$ cat src/rtl/parking_pkg.sv
// Shared constants and state type for the parking-gate serial code line (transmitter and detector).
package parking_pkg;

    typedef enum logic [1:0] {
        IDLE = 2'd0,
        SEND = 2'd1,
        GAP  = 2'd2
    } tx_state_e;

    localparam int unsigned CODE_W_DEF   = 4;
    localparam logic [3:0]  ENTRY_CODE_DEF = 4'b1011;
    localparam logic [3:0]  EXIT_CODE_DEF  = 4'b1101;
    localparam int unsigned CAPACITY_DEF = 7;

endpackage

$ cat src/rtl/parking_code_shifter.sv
// Serialises one code word MSB first onto x; optional even-parity bit under PARKING_TX_PARITY_EN.
module parking_code_shifter #(
    parameter int unsigned CODE_W = 4
) (
    input  logic              clk,
    input  logic              rst,
    input  logic              load,
    input  logic [CODE_W-1:0] code,
    output logic              x,
    output logic              last_c
);

`ifdef PARKING_TX_PARITY_EN
    localparam int unsigned FRAME_W = CODE_W + 1;
`else
    localparam int unsigned FRAME_W = CODE_W;
`endif
    localparam int unsigned CNT_BITS = $clog2(FRAME_W);

    logic [FRAME_W-1:0]  sreg;
    logic [FRAME_W-1:0]  frame_c;
    logic [CNT_BITS-1:0] cnt;

`ifdef PARKING_TX_PARITY_EN
    assign frame_c = {code, ^code};
`else
    assign frame_c = code;
`endif

    // Zero fill means the line falls back to 0 on its own once the word is out.
    always_ff @(posedge clk or posedge rst) begin
        if (rst) begin
            sreg <= '0;
            cnt  <= '0;
        end else if (load) begin
            sreg <= frame_c;
            cnt  <= '0;
        end else begin
            sreg <= {sreg[FRAME_W-2:0], 1'b0};
            if (cnt != CNT_BITS'(FRAME_W - 1)) begin
                cnt <= cnt + CNT_BITS'(1);
            end
        end
    end

    assign x      = sreg[FRAME_W-1];
    assign last_c = (cnt == CNT_BITS'(FRAME_W - 1));

endmodule

$ cat src/rtl/parking_code_tx.sv
// Parking-gate transmitter: arbitrates entry/exit, tracks occupancy, sends code frames on x.
// Optional parity bit per frame when PARKING_TX_PARITY_EN is defined.
module parking_code_tx
    import parking_pkg::*;
#(
    parameter int unsigned       CODE_W     = CODE_W_DEF,
    parameter logic [CODE_W-1:0] ENTRY_CODE = ENTRY_CODE_DEF,
    parameter logic [CODE_W-1:0] EXIT_CODE  = EXIT_CODE_DEF,
    parameter int unsigned       GAP_CYC    = 2,
    parameter int unsigned       CAPACITY   = CAPACITY_DEF,
    parameter int unsigned       CNT_W      = 3
) (
    input  logic             CLK,
    input  logic             RESET,
    input  logic             entry_req,
    input  logic             exit_req,
    output logic             ready,
    output logic             x,
    output logic             busy,
    output logic             frame_done,
    output logic             reject,
    output logic [CNT_W-1:0] occupancy,
    output logic             full,
    output logic             empty
);

    localparam int unsigned GAP_W = $clog2(GAP_CYC + 1);

    tx_state_e         state;
    logic [GAP_W-1:0]  gap_cnt;
    logic              accept_exit_c;
    logic              accept_entry_c;
    logic              load_c;
    logic              last_c;
    logic [CODE_W-1:0] code_c;

    // Exit wins arbitration; an exit request masks entry for that cycle even when refused.
    assign accept_exit_c  = (state == IDLE) && exit_req && !empty;
    assign accept_entry_c = (state == IDLE) && !exit_req && entry_req && !full;
    assign load_c         = accept_exit_c || accept_entry_c;
    assign code_c         = accept_exit_c ? EXIT_CODE : ENTRY_CODE;

    parking_code_shifter #(
        .CODE_W (CODE_W)
    ) u_shifter (
        .clk    (CLK),
        .rst    (RESET),
        .load   (load_c),
        .code   (code_c),
        .x      (x),
        .last_c (last_c)
    );

    always_ff @(posedge CLK or posedge RESET) begin
        if (RESET) begin
            state      <= IDLE;
            gap_cnt    <= '0;
            occupancy  <= '0;
            empty      <= 1'b1;
            full       <= 1'b0;
            busy       <= 1'b0;
            frame_done <= 1'b0;
            reject     <= 1'b0;
            ready      <= 1'b1;
        end else begin
            frame_done <= 1'b0;
            reject     <= 1'b0;
            case (state)
                IDLE: begin
                    if (accept_exit_c) begin
                        occupancy <= occupancy - CNT_W'(1);
                        empty     <= (occupancy == CNT_W'(1));
                        full      <= 1'b0;
                        state     <= SEND;
                        ready     <= 1'b0;
                        busy      <= 1'b1;
                    end else if (accept_entry_c) begin
                        occupancy <= occupancy + CNT_W'(1);
                        full      <= (occupancy == CNT_W'(CAPACITY - 1));
                        empty     <= 1'b0;
                        state     <= SEND;
                        ready     <= 1'b0;
                        busy      <= 1'b1;
                    end else if (exit_req || entry_req) begin
                        reject <= 1'b1;
                    end
                end
                SEND: begin
                    if (last_c) begin
                        state      <= GAP;
                        gap_cnt    <= '0;
                        frame_done <= 1'b1;
                    end
                end
                GAP: begin
                    if (gap_cnt == GAP_W'(GAP_CYC - 1)) begin
                        state <= IDLE;
                        ready <= 1'b1;
                        busy  <= 1'b0;
                    end else begin
                        gap_cnt <= gap_cnt + GAP_W'(1);
                    end
                end
                default: begin
                    state <= IDLE;
                    ready <= 1'b1;
                    busy  <= 1'b0;
                end
            endcase
        end
    end

endmodule

$ cat config.mk
export PLATFORM = sky130hd
export DESIGN_NAME = parking_code_tx
export DESIGN_NICKNAME = d
export VERILOG_FILES = /design/src/rtl/parking_pkg.sv /design/src/rtl/parking_code_shifter.sv /design/src/rtl/parking_code_tx.sv
export SDC_FILE = /design/constraint.sdc
export NUM_CORES = 1
export LEC_CHECK = 0
export BUFFER_PORTS_ARGS = -buffer_cell sky130_fd_sc_hd__buf_2
export CAP_MARGIN = 10
export CORE_MARGIN = 8
export CORE_UTILIZATION = 40
export CTS_BUF_LIST = sky130_fd_sc_hd__clkbuf_2 sky130_fd_sc_hd__clkbuf_4 sky130_fd_sc_hd__clkbuf_8
export DETAILED_ROUTE_END_ITERATION = 7
export PLACE_DENSITY = 0.61
export RECOVER_POWER = 25
export SYNTH_ARGS = -nofsm -noshare
export SYNTH_HDL_FRONTEND = slang
export SYNTH_HIERARCHICAL = 1
export SYNTH_SLANG_ARGS = --single-unit
export TNS_END_PERCENT = 50
$ cat constraint.sdc
create_clock -name CLK -period 1.88 [get_ports CLK]
set_input_delay 0.376 -clock CLK [delete_from_list [all_inputs] [get_ports CLK]]
set_output_delay 0.376 -clock CLK [all_outputs]
set_load 0.01 [all_outputs]
==> Implementation_results.wiki <==
{| class="wikitable"
! Metric !! Value
|-
| Number of nets in the layout || 106
|-
| Slew Viols, Final || 0
|-
| Die extent in x || 63.0 um
|-
| Seq cells post-synth || 19
|-
| Final RePlAce weighted congestion || roughly 0.8
|-
| Shortest clock period the worst path allows after layout || 1.45 ns
|-
| Final design instance area without fill || a little over 1000 um2
|-
| TritonCTS clock tree || done
|-
| Die Area || 3970 um2
|-
| Combined buffer and inverter count along the critical path || 1
|-
| WP data required || ~2.1 ns
|-
| Setup clock skew after layout || approximately 0.0035 ns
|-
| Arrival time worst endpoint || 1.64 ns
|-
| Core region area || 2150 um2
|-
| Avg Synthesized Cell Area || 11.8 um2
|-
| Crit path capture type || flip-flop
|-
| Wire length of the first global-routing pass || 2.93 mm
|-
| Unrepaired setup endpoints after global routing || no
|-
| Type of the worst min-delay path || primary input to flip-flop
|-
| Inserted Clock Buffers || 3
|-
| Largest driver fanout on the critical path || 6
|-
| Count of final setup violators || 0
|-
| Post-route ant nets || 0
|-
| Max-Cap Viols || 0
|-
| Worst slew margin relative to its limit || 64.5%
|-
| Length in cells of the worst reg-to-reg path || 4
|-
| Number of library cell types mapped by synthesis || 28
|-
| Slew @ Worst Pin || 0.532 ns
|-
| Synth warn || 6
|-
| Antenna violations before repair || 0
|-
| Post-CTS Hold Buffers || 1
|-
| Routed vias || 565
|-
| Layout filler cell count || 209
|-
| Post-synthesis to final-layout area growth || 17.0%
|-
| Vias per inst || around 4.6
|-
| Hold Vio Cnt, Final || 0
|-
| Pin count of the biggest net entering global routing || 14
|-
| Worst reg2reg endpoint || u_shifter/sreg[1]$_DFF_PP0_
|-
| Sequential cell area || 478 um2
|-
| Reg-to-reg setup timing slack || 0.43 ns
|-
| Gate Count Post-Synth || 75
|-
| Largest buffer count on any clock path || 2
|-
| CP delay by family, top || flip-flops
|-
| Post-synth EDFFs || 0
|-
| Highest achievable clock rate || 689 MHz
|-
| Overflow after GRT || 0
|-
| Total area of multi-input combinational cells || 373 um2
|-
| Clock sink count || 19
|-
| Pre-Repair DR Iteration Count || 4
|-
| Number of core rows || 17
|-
| Detailed-routed wire length on met3 || roughly 110 um
|-
| Critical path startpoint category || flip-flop
|-
| Hold Path Origin || entry_req
|-
| CTS Root Buffer Type || clkbuf_4
|-
| Cells traversed along the worst timing path || nor3b_1, o21ai_2, inv_1, mux2_2
|-
| Routed wire length || 1.53 mm
|-
| HPWL after DPL || about 1.2 mm
|-
| Initial core utilization || 41.2%
|-
| Flip-flop cell with the highest count after synthesis || dfrtp_1
|-
| Endpoint of the worst hold path || reject$_DFF_PP0_
|-
| Detailed router's first-iteration violation count || 22
|-
| GRT Resource Usage Total || under 10%
|-
| Critical Path Slowest Stage Cell || dfrtp_1
|-
| Share of synthesized area occupied by flip-flops and latches || a little over half
|-
| Total number of H-tree levels || 1
|-
| Number of DRC violations after detailed routing || 0
|-
| Highest Signal Layer || met4
|-
| Buffers on Ports || 13
|-
| Power density over the cells || 1480 nW/um2
|-
| Status || completed
|-
| Share of the cycle needed by the critical path after routing || 77.2%
|-
| Min-Delay Path Depth || 2
|-
| Async S/R FF share, synth || 100%
|-
| Detailed route wirelength on metal2 || 710 um
|-
| CP peak stage delay || ~0.4 ns
|-
| Number of global-route vias before repair || 639
|-
| I/O pin cnt || 14
|-
| Height of the die || between 60 and 70 um
|-
| Gates resized, CTS repair || 0
|-
| Antenna Cells || 0
|-
| Sum of negative setup slack || 0 ns
|-
| Worst reg2reg path startpoint || full$_DFFE_PP0P_
|-
| Metal1 wirelength || roughly 680 um
|-
| Worst VDD drop || approximately 0.00063 V
|-
| Worst skew pair latency || 0.29 ns
|-
| Static Leak || 0.534 nW
|-
| Post-detailed-placement cell area || 996 um2
|-
| Fraction of layout cells with a size suffix above 1 || around 28%
|-
| Kind of critical path || flip-flop to flip-flop
|-
| # Post-CTS Setup Buffers || 0
|-
| Cell area after technology mapping || 885 um2
|-
| Routed wire length per instance || around 12 um
|-
| Register clock-pin slew on the reported worst setup and hold paths || 0.10 ns
|}
## metrics by stage
step                total power, mW  hold WS [ns]  util (%)  setup WS, ns  cells
floorplan                      1.13         0.167         -         0.368     76
global placement               1.32         0.302      46.4         0.384    118
detailed placement             1.34         0.313      46.4         0.329    118
CTS                            1.57         0.311      48.2         0.404    123
global route                   1.68         0.313      48.2         0.299    123
finish                         1.54         0.322      48.2         0.429    123
## worst register-to-register path, cell delays in order, from the launching register on
cell     delay [ns]
dfrtp_1        0.41
nor3b_1        0.33
o21ai_2        0.09
inv_1          0.16
mux2_2         0.36
## worst max path at each step
stage,endpoint,depth (start not counted),startpoint,slack [ns]
6_report,u_shifter/sreg[1]$_DFF_PP0_,4,full$_DFFE_PP0P_,0.43
5_1_grt,u_shifter/sreg[1]$_DFF_PP0_,4,full$_DFFE_PP0P_,0.30
4_1_cts,u_shifter/sreg[1]$_DFF_PP0_,4,full$_DFFE_PP0P_,0.40
3_5_place_dp,u_shifter/sreg[1]$_DFF_PP0_,5,exit_req,0.33
3_3_place_gp,u_shifter/sreg[1]$_DFF_PP0_,5,exit_req,0.38
2_1_floorplan,u_shifter/sreg[1]$_DFF_PP0_,4,empty$_DFFE_PP1P_,0.37
## kinds of logic (layout without fill, tap and decap cells)
kind of cell	Yosys count	in the layout	share of synthesized area, %
flip-flops	19	19	54.0
buffers and inverters	10	29	4.24
multiplexers	6	6	7.35
AND/OR/NAND/NOR	19	19	12.6
other	1	2	0.424
adder cells (fa/ha/maj)	6	6	8.49
AO/OA/AOI/OAI	10	10	8.91
XOR/XNOR	4	4	3.96
## state kept, by name, indices dropped and copies added, names as in the netlist
signal          flops
empty               1
ready               1
reject              1
state               2
occupancy           3
gap_cnt             2
full                1
busy                1
u_shifter/cnt       2
u_shifter/sreg      4
frame_done          1
## cells in the final DEF (no fill, tap or decap), drive strengths merged, types with 2 or more instances in the layout
| cell type | synthesis | final |
|---|---|---|
| dfrtp | 17 | 17 |
| buf | 0 | 13 |
| inv | 10 | 10 |
| nor2 | 7 | 7 |
| ha | 6 | 6 |
| clkbuf | 0 | 5 |
| nand2 | 4 | 4 |
| mux2 | 4 | 4 |
| xnor2 | 3 | 3 |
| nor2b | 2 | 2 |
| mux2i | 2 | 2 |
| dfstp | 2 | 2 |
| conb | 1 | 2 |
| o21ai | 2 | 2 |
| and2 | 2 | 2 |
## cell usage after synthesis (2+ instances only)
| master | count | area, um2 |
|---|---|---|
| nor2b_1 | 2 | 12.5 |
| inv_1 | 10 | 37.5 |
| mux2_2 | 4 | 45.0 |
| xnor2_1 | 3 | 26.3 |
| mux2i_1 | 2 | 20.0 |
| nor2_1 | 7 | 26.3 |
| dfrtp_1 | 17 | 425 |
| nand2_1 | 4 | 15.0 |
| dfstp_2 | 2 | 52.6 |
| ha_1 | 6 | 75.1 |
## routing by layer
layer	vias to the layer above	track usage, %
li1	284	-
met1	266	10.5
met2	11	14.0
met3	4	3.05
met4	0	5.98
met5	-	0
## area by class of cell
class,instances,share of cell area (%)
inverter,10,3.63
tap,28,3.39
clock buffer,4,2.90
multi-input combinational,47,36.0
timing repair buffer,15,7.86
sequential,19,46.2
## where the power goes
group	switching [mW]	internal, mW	total, mW
sequential	0.116	0.570	0.685
combinational	0.325	0.305	0.631
clock	0.123	0.0970	0.220
(Power assumes the default switching activity.)
